===== config.mk =====
export PLATFORM = sky130hd
export DESIGN_NAME = lsu_bus_master_flat
export DESIGN_NICKNAME = d
export VERILOG_FILES = /design/src/rtl/lsu_pkg.sv /design/src/rtl/lsu_bus_master_if.sv /design/src/rtl/lsu_align.sv /design/src/rtl/lsu_bus_master.sv /design/src/flat_wrapper.sv
export SDC_FILE = /design/constraint.sdc
export NUM_CORES = 1
export LEC_CHECK = 0
export CAP_MARGIN = 20
export CORE_ASPECT_RATIO = 1.4
export CORE_MARGIN = 8
export CORE_UTILIZATION = 49
export CTS_CLUSTER_SIZE = 20
export DETAILED_ROUTE_END_ITERATION = 10
export HOLD_SLACK_MARGIN = 0.02
export PLACE_DENSITY = 0.95
export SYNTH_ARGS = -nofsm -noshare
export SYNTH_HDL_FRONTEND = slang
export SYNTH_SLANG_ARGS = --single-unit

===== constraint.sdc =====
create_clock -name clock -period 4.24 [get_ports clock]
set_input_delay 0.848 -clock clock [delete_from_list [all_inputs] [get_ports clock]]
set_output_delay 0.848 -clock clock [all_outputs]
set_load 0.05 [all_outputs]

===== src/rtl/lsu_pkg.sv =====
// Shared types and helpers for the LSU bus master: FSM states, access size codes,
// RV32 load/store funct3 encodings and the size/alignment decode.
package lsu_pkg;

  typedef enum logic [1:0] {
    ST_IDLE = 2'd0,
    ST_REQ  = 2'd1,
    ST_WAIT = 2'd2,
    ST_RESP = 2'd3
  } state_e;

  localparam logic [1:0] SZ_B = 2'b00;
  localparam logic [1:0] SZ_H = 2'b01;
  localparam logic [1:0] SZ_W = 2'b10;

  localparam logic [2:0] F3_B  = 3'b000;
  localparam logic [2:0] F3_H  = 3'b001;
  localparam logic [2:0] F3_W  = 3'b010;
  localparam logic [2:0] F3_BU = 3'b100;
  localparam logic [2:0] F3_HU = 3'b101;

  // Undefined encodings fall through to a word access.
  function automatic logic [1:0] size_of(input logic [2:0] funct3);
    logic [1:0] size;
    case (funct3)
      F3_B, F3_BU: size = SZ_B;
      F3_H, F3_HU: size = SZ_H;
      default:     size = SZ_W;
    endcase
    return size;
  endfunction

  function automatic logic is_misaligned(input logic [1:0] size, input logic [1:0] addr_lo);
    logic bad;
    case (size)
      SZ_B:    bad = 1'b0;
      SZ_H:    bad = addr_lo[0];
      default: bad = (addr_lo != 2'b00);
    endcase
    return bad;
  endfunction

endpackage


===== src/rtl/lsu_bus_master_if.sv =====
// Execute-side request/result streams plus the io_lsu memory bus of the LSU master.
// The master modport is the LSU side; the slave modport is the execute stage / responder side.
interface lsu_bus_master_if #(
  parameter int ADDR_W = 32,
  parameter int DATA_W = 32
);
  logic                  in_valid;
  logic                  in_ready;
  logic [ADDR_W-1:0]     in_addr;
  logic                  in_wen;
  logic [DATA_W-1:0]     in_wdata;
  logic [2:0]            in_funct3;
  logic                  out_valid;
  logic                  out_ready;
  logic [DATA_W-1:0]     out_rdata;
  logic                  out_err;
  logic                  io_lsu_reqValid;
  logic [ADDR_W-1:0]     io_lsu_addr;
  logic                  io_lsu_wen;
  logic [DATA_W-1:0]     io_lsu_wdata;
  logic [DATA_W/8-1:0]   io_lsu_wmask;
  logic [1:0]            io_lsu_size;
  logic                  io_lsu_respValid;
  logic [DATA_W-1:0]     io_lsu_rdata;

  modport master (
    input  in_valid, in_addr, in_wen, in_wdata, in_funct3, out_ready,
    input  io_lsu_respValid, io_lsu_rdata,
    output in_ready, out_valid, out_rdata, out_err,
    output io_lsu_reqValid, io_lsu_addr, io_lsu_wen, io_lsu_wdata, io_lsu_wmask, io_lsu_size
  );

  modport slave (
    output in_valid, in_addr, in_wen, in_wdata, in_funct3, out_ready,
    output io_lsu_respValid, io_lsu_rdata,
    input  in_ready, out_valid, out_rdata, out_err,
    input  io_lsu_reqValid, io_lsu_addr, io_lsu_wen, io_lsu_wdata, io_lsu_wmask, io_lsu_size
  );
endinterface


===== src/rtl/lsu_align.sv =====
// Combinational byte-lane formatting: store lane replication + write mask, and
// load byte/half extraction with sign or zero extension.
module lsu_align
  import lsu_pkg::*;
(
  input  logic [1:0]  addr_lo,
  input  logic [2:0]  funct3,
  input  logic        wen,
  input  logic [31:0] store_data,
  input  logic [31:0] load_data,
  output logic [1:0]  size,
  output logic [3:0]  wmask,
  output logic [31:0] wdata,
  output logic [31:0] rdata
);

  logic [31:0] shifted_s;
  logic        signed_s;

  // Store path: replicate the source across lanes, the mask picks the live ones.
  always_comb begin
    size  = size_of(funct3);
    wmask = 4'b0000;
    wdata = 32'h0000_0000;
    if (wen) begin
      case (size)
        SZ_B: begin
          wmask = 4'b0001 << addr_lo;
          wdata = {4{store_data[7:0]}};
        end
        SZ_H: begin
          wmask = 4'b0011 << addr_lo;
          wdata = {2{store_data[15:0]}};
        end
        default: begin
          wmask = 4'b1111;
          wdata = store_data;
        end
      endcase
    end else begin
      wmask = 4'b0000;
      wdata = 32'h0000_0000;
    end
  end

  // Load path: bring the addressed lane down to bit 0 and extend; funct3[2] marks unsigned.
  always_comb begin
    shifted_s = load_data >> {addr_lo, 3'b000};
    signed_s  = ~funct3[2];
    rdata     = load_data;
    case (size_of(funct3))
      SZ_B:    rdata = signed_s ? {{24{shifted_s[7]}}, shifted_s[7:0]}
                                : {24'h00_0000, shifted_s[7:0]};
      SZ_H:    rdata = signed_s ? {{16{shifted_s[15]}}, shifted_s[15:0]}
                                : {16'h0000, shifted_s[15:0]};
      default: rdata = load_data;
    endcase
  end

endmodule


===== src/rtl/lsu_bus_master.sv =====
// LSU initiator: accepts one load/store, issues a one-cycle io_lsu request, waits for the
// response (bounded by TIMEOUT) and returns the formatted result to writeback.
module lsu_bus_master
  import lsu_pkg::*;
#(
  parameter int ADDR_W  = 32,
  parameter int DATA_W  = 32,
  parameter int TIMEOUT = 1024
) (
  input logic              clock,
  input logic              reset,
  lsu_bus_master_if.master bus
);

  localparam int CNT_W = $clog2(TIMEOUT) + 1;

  state_e              state_r;
  logic                in_ready_r;
  logic                out_valid_r;
  logic                out_err_r;
  logic [DATA_W-1:0]   out_rdata_r;
  logic                req_valid_r;
  logic [ADDR_W-1:0]   addr_r;
  logic                wen_r;
  logic [DATA_W-1:0]   wdata_r;
  logic [3:0]          wmask_r;
  logic [1:0]          size_r;
  logic [2:0]          funct3_r;
  logic [CNT_W-1:0]    cnt_r;

  logic [1:0]          al_addr_s;
  logic [2:0]          al_funct3_s;
  logic                al_wen_s;
  logic [1:0]          al_size_s;
  logic [3:0]          al_wmask_s;
  logic [31:0]         al_wdata_s;
  logic [31:0]         al_rdata_s;
  logic                misaligned_s;

  // The aligner formats the incoming op while idle and the captured op afterwards.
  always_comb begin
    if (state_r == ST_IDLE) begin
      al_addr_s   = bus.in_addr[1:0];
      al_funct3_s = bus.in_funct3;
      al_wen_s    = bus.in_wen;
    end else begin
      al_addr_s   = addr_r[1:0];
      al_funct3_s = funct3_r;
      al_wen_s    = wen_r;
    end
  end

  lsu_align u_align (
    .addr_lo    (al_addr_s),
    .funct3     (al_funct3_s),
    .wen        (al_wen_s),
    .store_data (bus.in_wdata),
    .load_data  (bus.io_lsu_rdata),
    .size       (al_size_s),
    .wmask      (al_wmask_s),
    .wdata      (al_wdata_s),
    .rdata      (al_rdata_s)
  );

  assign misaligned_s = is_misaligned(al_size_s, al_addr_s);

  // Transaction FSM with all bus and result outputs registered.
  always_ff @(posedge clock or negedge reset) begin
    if (!reset) begin
      state_r     <= ST_IDLE;
      in_ready_r  <= 1'b1;
      out_valid_r <= 1'b0;
      out_err_r   <= 1'b0;
      out_rdata_r <= {DATA_W{1'b0}};
      req_valid_r <= 1'b0;
      addr_r      <= {ADDR_W{1'b0}};
      wen_r       <= 1'b0;
      wdata_r     <= {DATA_W{1'b0}};
      wmask_r     <= 4'b0000;
      size_r      <= 2'b00;
      funct3_r    <= 3'b000;
      cnt_r       <= {CNT_W{1'b0}};
    end else begin
      case (state_r)
        ST_IDLE: begin
          if (bus.in_valid) begin
            in_ready_r <= 1'b0;
            funct3_r   <= bus.in_funct3;
            if (misaligned_s) begin
              state_r     <= ST_RESP;
              out_valid_r <= 1'b1;
              out_err_r   <= 1'b1;
              out_rdata_r <= {DATA_W{1'b0}};
            end else begin
              state_r     <= ST_REQ;
              req_valid_r <= 1'b1;
              addr_r      <= bus.in_addr;
              wen_r       <= bus.in_wen;
              wdata_r     <= al_wdata_s;
              wmask_r     <= al_wmask_s;
              size_r      <= al_size_s;
            end
          end else begin
            in_ready_r <= 1'b1;
          end
        end
        ST_REQ: begin
          req_valid_r <= 1'b0;
          cnt_r       <= {CNT_W{1'b0}};
          state_r     <= ST_WAIT;
        end
        ST_WAIT: begin
          if (bus.io_lsu_respValid) begin
            state_r     <= ST_RESP;
            out_valid_r <= 1'b1;
            out_err_r   <= 1'b0;
            out_rdata_r <= wen_r ? {DATA_W{1'b0}} : al_rdata_s;
            cnt_r       <= {CNT_W{1'b0}};
          end else if (cnt_r == CNT_W'(TIMEOUT - 1)) begin
            state_r     <= ST_RESP;
            out_valid_r <= 1'b1;
            out_err_r   <= 1'b1;
            out_rdata_r <= {DATA_W{1'b0}};
            cnt_r       <= {CNT_W{1'b0}};
          end else begin
            cnt_r <= cnt_r + CNT_W'(1);
          end
        end
        ST_RESP: begin
          if (bus.out_ready) begin
            state_r     <= ST_IDLE;
            out_valid_r <= 1'b0;
            in_ready_r  <= 1'b1;
          end else begin
            out_valid_r <= 1'b1;
          end
        end
        default: begin
          state_r     <= ST_IDLE;
          in_ready_r  <= 1'b1;
          out_valid_r <= 1'b0;
          req_valid_r <= 1'b0;
        end
      endcase
    end
  end

  assign bus.in_ready        = in_ready_r;
  assign bus.out_valid       = out_valid_r;
  assign bus.out_err         = out_err_r;
  assign bus.out_rdata       = out_rdata_r;
  assign bus.io_lsu_reqValid = req_valid_r;
  assign bus.io_lsu_addr     = addr_r;
  assign bus.io_lsu_wen      = wen_r;
  assign bus.io_lsu_wdata    = wdata_r;
  assign bus.io_lsu_wmask    = wmask_r;
  assign bus.io_lsu_size     = size_r;

endmodule


===== src/flat_wrapper.sv =====
// flat-port wrapper written by rule: the top's interface ports become plain ports
module lsu_bus_master_flat import lsu_pkg::*;
#(
  parameter int ADDR_W  = 32,
  parameter int DATA_W  = 32,
  parameter int TIMEOUT = 1024
)
  (clock, reset, bus_in_valid, bus_in_addr, bus_in_wen, bus_in_wdata, bus_in_funct3, bus_out_ready, bus_io_lsu_respValid, bus_io_lsu_rdata, bus_in_ready, bus_out_valid, bus_out_rdata, bus_out_err, bus_io_lsu_reqValid, bus_io_lsu_addr, bus_io_lsu_wen, bus_io_lsu_wdata, bus_io_lsu_wmask, bus_io_lsu_size);
  lsu_bus_master_if #(.ADDR_W(ADDR_W), .DATA_W(DATA_W)) bus_i ();
  input logic clock;
  input logic reset;
  input wire logic [$bits(bus_i.in_valid)-1:0] bus_in_valid;
  input wire logic [$bits(bus_i.in_addr)-1:0] bus_in_addr;
  input wire logic [$bits(bus_i.in_wen)-1:0] bus_in_wen;
  input wire logic [$bits(bus_i.in_wdata)-1:0] bus_in_wdata;
  input wire logic [$bits(bus_i.in_funct3)-1:0] bus_in_funct3;
  input wire logic [$bits(bus_i.out_ready)-1:0] bus_out_ready;
  input wire logic [$bits(bus_i.io_lsu_respValid)-1:0] bus_io_lsu_respValid;
  input wire logic [$bits(bus_i.io_lsu_rdata)-1:0] bus_io_lsu_rdata;
  output wire logic [$bits(bus_i.in_ready)-1:0] bus_in_ready;
  output wire logic [$bits(bus_i.out_valid)-1:0] bus_out_valid;
  output wire logic [$bits(bus_i.out_rdata)-1:0] bus_out_rdata;
  output wire logic [$bits(bus_i.out_err)-1:0] bus_out_err;
  output wire logic [$bits(bus_i.io_lsu_reqValid)-1:0] bus_io_lsu_reqValid;
  output wire logic [$bits(bus_i.io_lsu_addr)-1:0] bus_io_lsu_addr;
  output wire logic [$bits(bus_i.io_lsu_wen)-1:0] bus_io_lsu_wen;
  output wire logic [$bits(bus_i.io_lsu_wdata)-1:0] bus_io_lsu_wdata;
  output wire logic [$bits(bus_i.io_lsu_wmask)-1:0] bus_io_lsu_wmask;
  output wire logic [$bits(bus_i.io_lsu_size)-1:0] bus_io_lsu_size;
  assign bus_i.in_valid = bus_in_valid;
  assign bus_i.in_addr = bus_in_addr;
  assign bus_i.in_wen = bus_in_wen;
  assign bus_i.in_wdata = bus_in_wdata;
  assign bus_i.in_funct3 = bus_in_funct3;
  assign bus_i.out_ready = bus_out_ready;
  assign bus_i.io_lsu_respValid = bus_io_lsu_respValid;
  assign bus_i.io_lsu_rdata = bus_io_lsu_rdata;
  assign bus_in_ready = bus_i.in_ready;
  assign bus_out_valid = bus_i.out_valid;
  assign bus_out_rdata = bus_i.out_rdata;
  assign bus_out_err = bus_i.out_err;
  assign bus_io_lsu_reqValid = bus_i.io_lsu_reqValid;
  assign bus_io_lsu_addr = bus_i.io_lsu_addr;
  assign bus_io_lsu_wen = bus_i.io_lsu_wen;
  assign bus_io_lsu_wdata = bus_i.io_lsu_wdata;
  assign bus_io_lsu_wmask = bus_i.io_lsu_wmask;
  assign bus_io_lsu_size = bus_i.io_lsu_size;
  lsu_bus_master #(.ADDR_W(ADDR_W), .DATA_W(DATA_W), .TIMEOUT(TIMEOUT)) u_core (.clock(clock), .reset(reset), .bus(bus_i));
endmodule

==> impl_results.md <==
- Initial antenna violation count: 0
- Worst Path Arrival: 3.58 ns
- Final core utilization: 72.5%
- Synthesized area: 5990 um^2
- Worst Setup Start Kind: flip-flop
- Top cells by count, synth: 122 x dfrtp_1, 67 x nand2_1, 48 x o21ai_0
- P_leak: 3.76 nW
- Antenna cells: 0
- Slew Limit Fails: 0
- WL per Instance: 21.9 um
- H-tree depth: 4
- Main synth FF type: dfrtp_1
- Async S/R FF share, synth: 100%
- Layout cells sized above 1: 15.2%
- Area share of the largest cell type after synthesis: 51.0%
- Delay of the slowest critical-path stage: 0.73 ns
- Pre-CTS setup slack: 0.935 ns
- CTS max path bufs: 2
- Adder-Cell Fraction of Synth Area: 1.04%
- DRC: 0
- Tot GR Track Use: about a quarter
- Delay-heaviest family, CP: compound AO/OA/AOI/OAI gates
- Starting density of the core: slightly below 50%
- Inserted Clock Buffers: 17
- Register area share after synthesis: 51.4%
- Endpoints failing setup: 0
- Net count, final: 856
- Antenna Nets Post-Route: 0
- Crit Path Class: flip-flop to flip-flop
- Compound-cell area share of the yosys netlist: 19.4%
- Die Wd: 109 um
- Top cells by area, synth: dfrtp_1 51%, mux2_2 7.3%, mux2i_1 4.8%
- Largest net degree at the start of global routing: 86
- PD cells: roughly 950 nW/um^2
- Post-synthesis simple-gate area fraction: 11.4%
- Buffers & Inverters on Critical Path: 1
- Worst Setup End Kind: flip-flop
- Area grow syn2layout: 47.0%
- Largest family of logic cells by synthesized area: compound AO/OA/AOI/OAI gates
- Number of gates resized after cts: 0
- Min Hold Slack: 0.395 ns
- Period utilisation layout: 76.2%
- Final min period: 3.23 ns
- HPWL Detailed: around 14000 um
- Net Count, Synth: around 650
- YS warnings: 0
- Via density: 5.98
- Worst EP required: 4.59 ns
- Xor/xnor cell area share of the yosys netlist: less than 1%
- IO Port Bufs: 211
- CTS tree: yes
- Multi-input gate area: 2680 um^2
- FF+latch area: roughly 3100 um^2
- HP Class: input port to async pin
- Relative slew margins: 38.8%
- First-pass GRT wire length: 31000 um
- IO Pins: 212
- Count leader, synth: dfrtp_1
- Die Footprint: approximately 16000 um^2
- Mux contribution to synthesized area: 12.8%
- Pwr Total: between 8 and 9 mW
- Slew @ Worst Pin: 0.912 ns
- Outcome: finished clean
- Clk_skew: 0.0118 ns
- TNS Setup: 0 ns
- Clock latency on the worst-skew pair: 0.42 ns
- Vias in the first global route: 5805
- Post-synth top area cell: dfrtp_1
- Die Y: 147 um
- Endpoints failing hold: 0
- Routability cong.: 0.899
- Cells after Synth: 538
- Drt pass-1 iters: 5
- Via count: 5433
- Mean Syn Cell Area: between 10 and 15 um^2
- Synthesized flop and latch total: between 100 and 150
- Total wire length: 19900 um
- Fillers: 773
- Number of enable flip-flop cells after synthesis: 0
- CTS hold repair buffers: 0
- 1st-iter DRT viols: ~330
- IR drop worst, VDD: 0.394 mV
- CTS root buf: clkbuf_16
- RSZ-0062 raised after global routing: false
- Cell Rows: 48
- Smallest setup slack after layout: about 1 ns
- Crit path cell chain: inv_1, ha_1, mux2i_1, and2_2, o211ai_2, a311oi_4, a221o_2
- Worst-path fanout max: 19
- Max Freq: roughly 310 MHz
- Netlist cell types: 60
- Max Cap Viol: 0
- Reg clk slew, reported paths: roughly 0.06 ns
- Total gr overflow: 0
- Core area: 12100 um^2
- Critical-path top delay cell: a311oi_4
- # Post-CTS Setup Buffers: 0
- Clock Sinks: 123
==> cell type report <==
class / instances / area share, %
well taps: 150 / 2.13
flip-flops and latches: 123 / 35.0
clock buffers: 17 / 4.83
repair buffers: 221 / 25.2
multi-input cells: 375 / 30.5
inverters: 8 / 0.341
clock inverters: 14 / 1.98
==> worst paths after layout <==
check | to | slack, ns | from | cells past startpoint
worst min-delay path | u_core.bus.out_rdata[13] | 0.39 | reset | 1
max in group asynchronous | u_core.bus.io_lsu_wdata[4] | 2.93 | reset | 3
worst max-delay path | u_core.bus.out_rdata[28] | 1.01 | u_core.state_r[0] | 7
worst max register to register | u_core.bus.out_rdata[28] | 1.01 | u_core.state_r[0] | 7
worst min register to register | u_core.bus.io_lsu_wdata[1] | 0.49 | u_core.bus.io_lsu_wdata[1] | 2
min in group clock | u_core.bus.io_lsu_wdata[1] | 0.49 | u_core.bus.io_lsu_wdata[1] | 2
==> sequential cells by signal (all words and copies together) (netlist names), 2 cells and up <==
signal	flops
u_core.funct3_r	3
u_core.bus.io_lsu_addr	32
u_core.state_r	2
u_core.bus.io_lsu_wmask	4
u_core.cnt_r	11
u_core.bus.io_lsu_size	2
u_core.bus.out_rdata	32
u_core.bus.io_lsu_wdata	32
==> layer usage <==
metal	track usage (%)	vias up	routed length, um
met4	15.2	0	1160
met2	42.5	329	10300
met1	25.8	2622	6690
met3	7.50	85	1700
met5	0	-	0
li1	-	2397	-
==> power breakdown <==
part	switching (mW)	internal, mW	total [mW]
Sequential	0.339	1.69	2.03
Clock	0.550	0.922	1.47
Combinational	3.10	1.74	4.84
Total	3.99	4.35	8.34
==> metrics by stage <==
step | area [um^2] | std cells
global placement | 8160 | 875
detailed placement | 8160 | 875
floorplan | 5990 | 538
CTS | 8760 | 906
global route | 8800 | 908
finish | 8800 | 908
==> placed cells by master, fill, tap and decap left out, types with 15 or more instances in the layout <==
master,synthesis,layout
a21oi_1,19,19
o21ai_0,48,48
a221o_2,16,16
a22o_1,17,17
nand2b_1,15,15
mux2i_1,29,29
dfrtp_1,122,122
clkdlybuf4s50_1,0,210
nand2_1,67,67
nor2_1,30,30
clkbuf_16,0,17
mux2_2,39,39
==> cells by family after synthesis <==
| group | after synthesis |
|---|---|
| compound gates | 155 |
| mux | 70 |
| simple gates | 144 |
| buf+inv | 40 |
| flops | 123 |
| fa+ha+maj | 5 |
| xor+xnor | 1 |
Power figures use the tool's default switching activity.
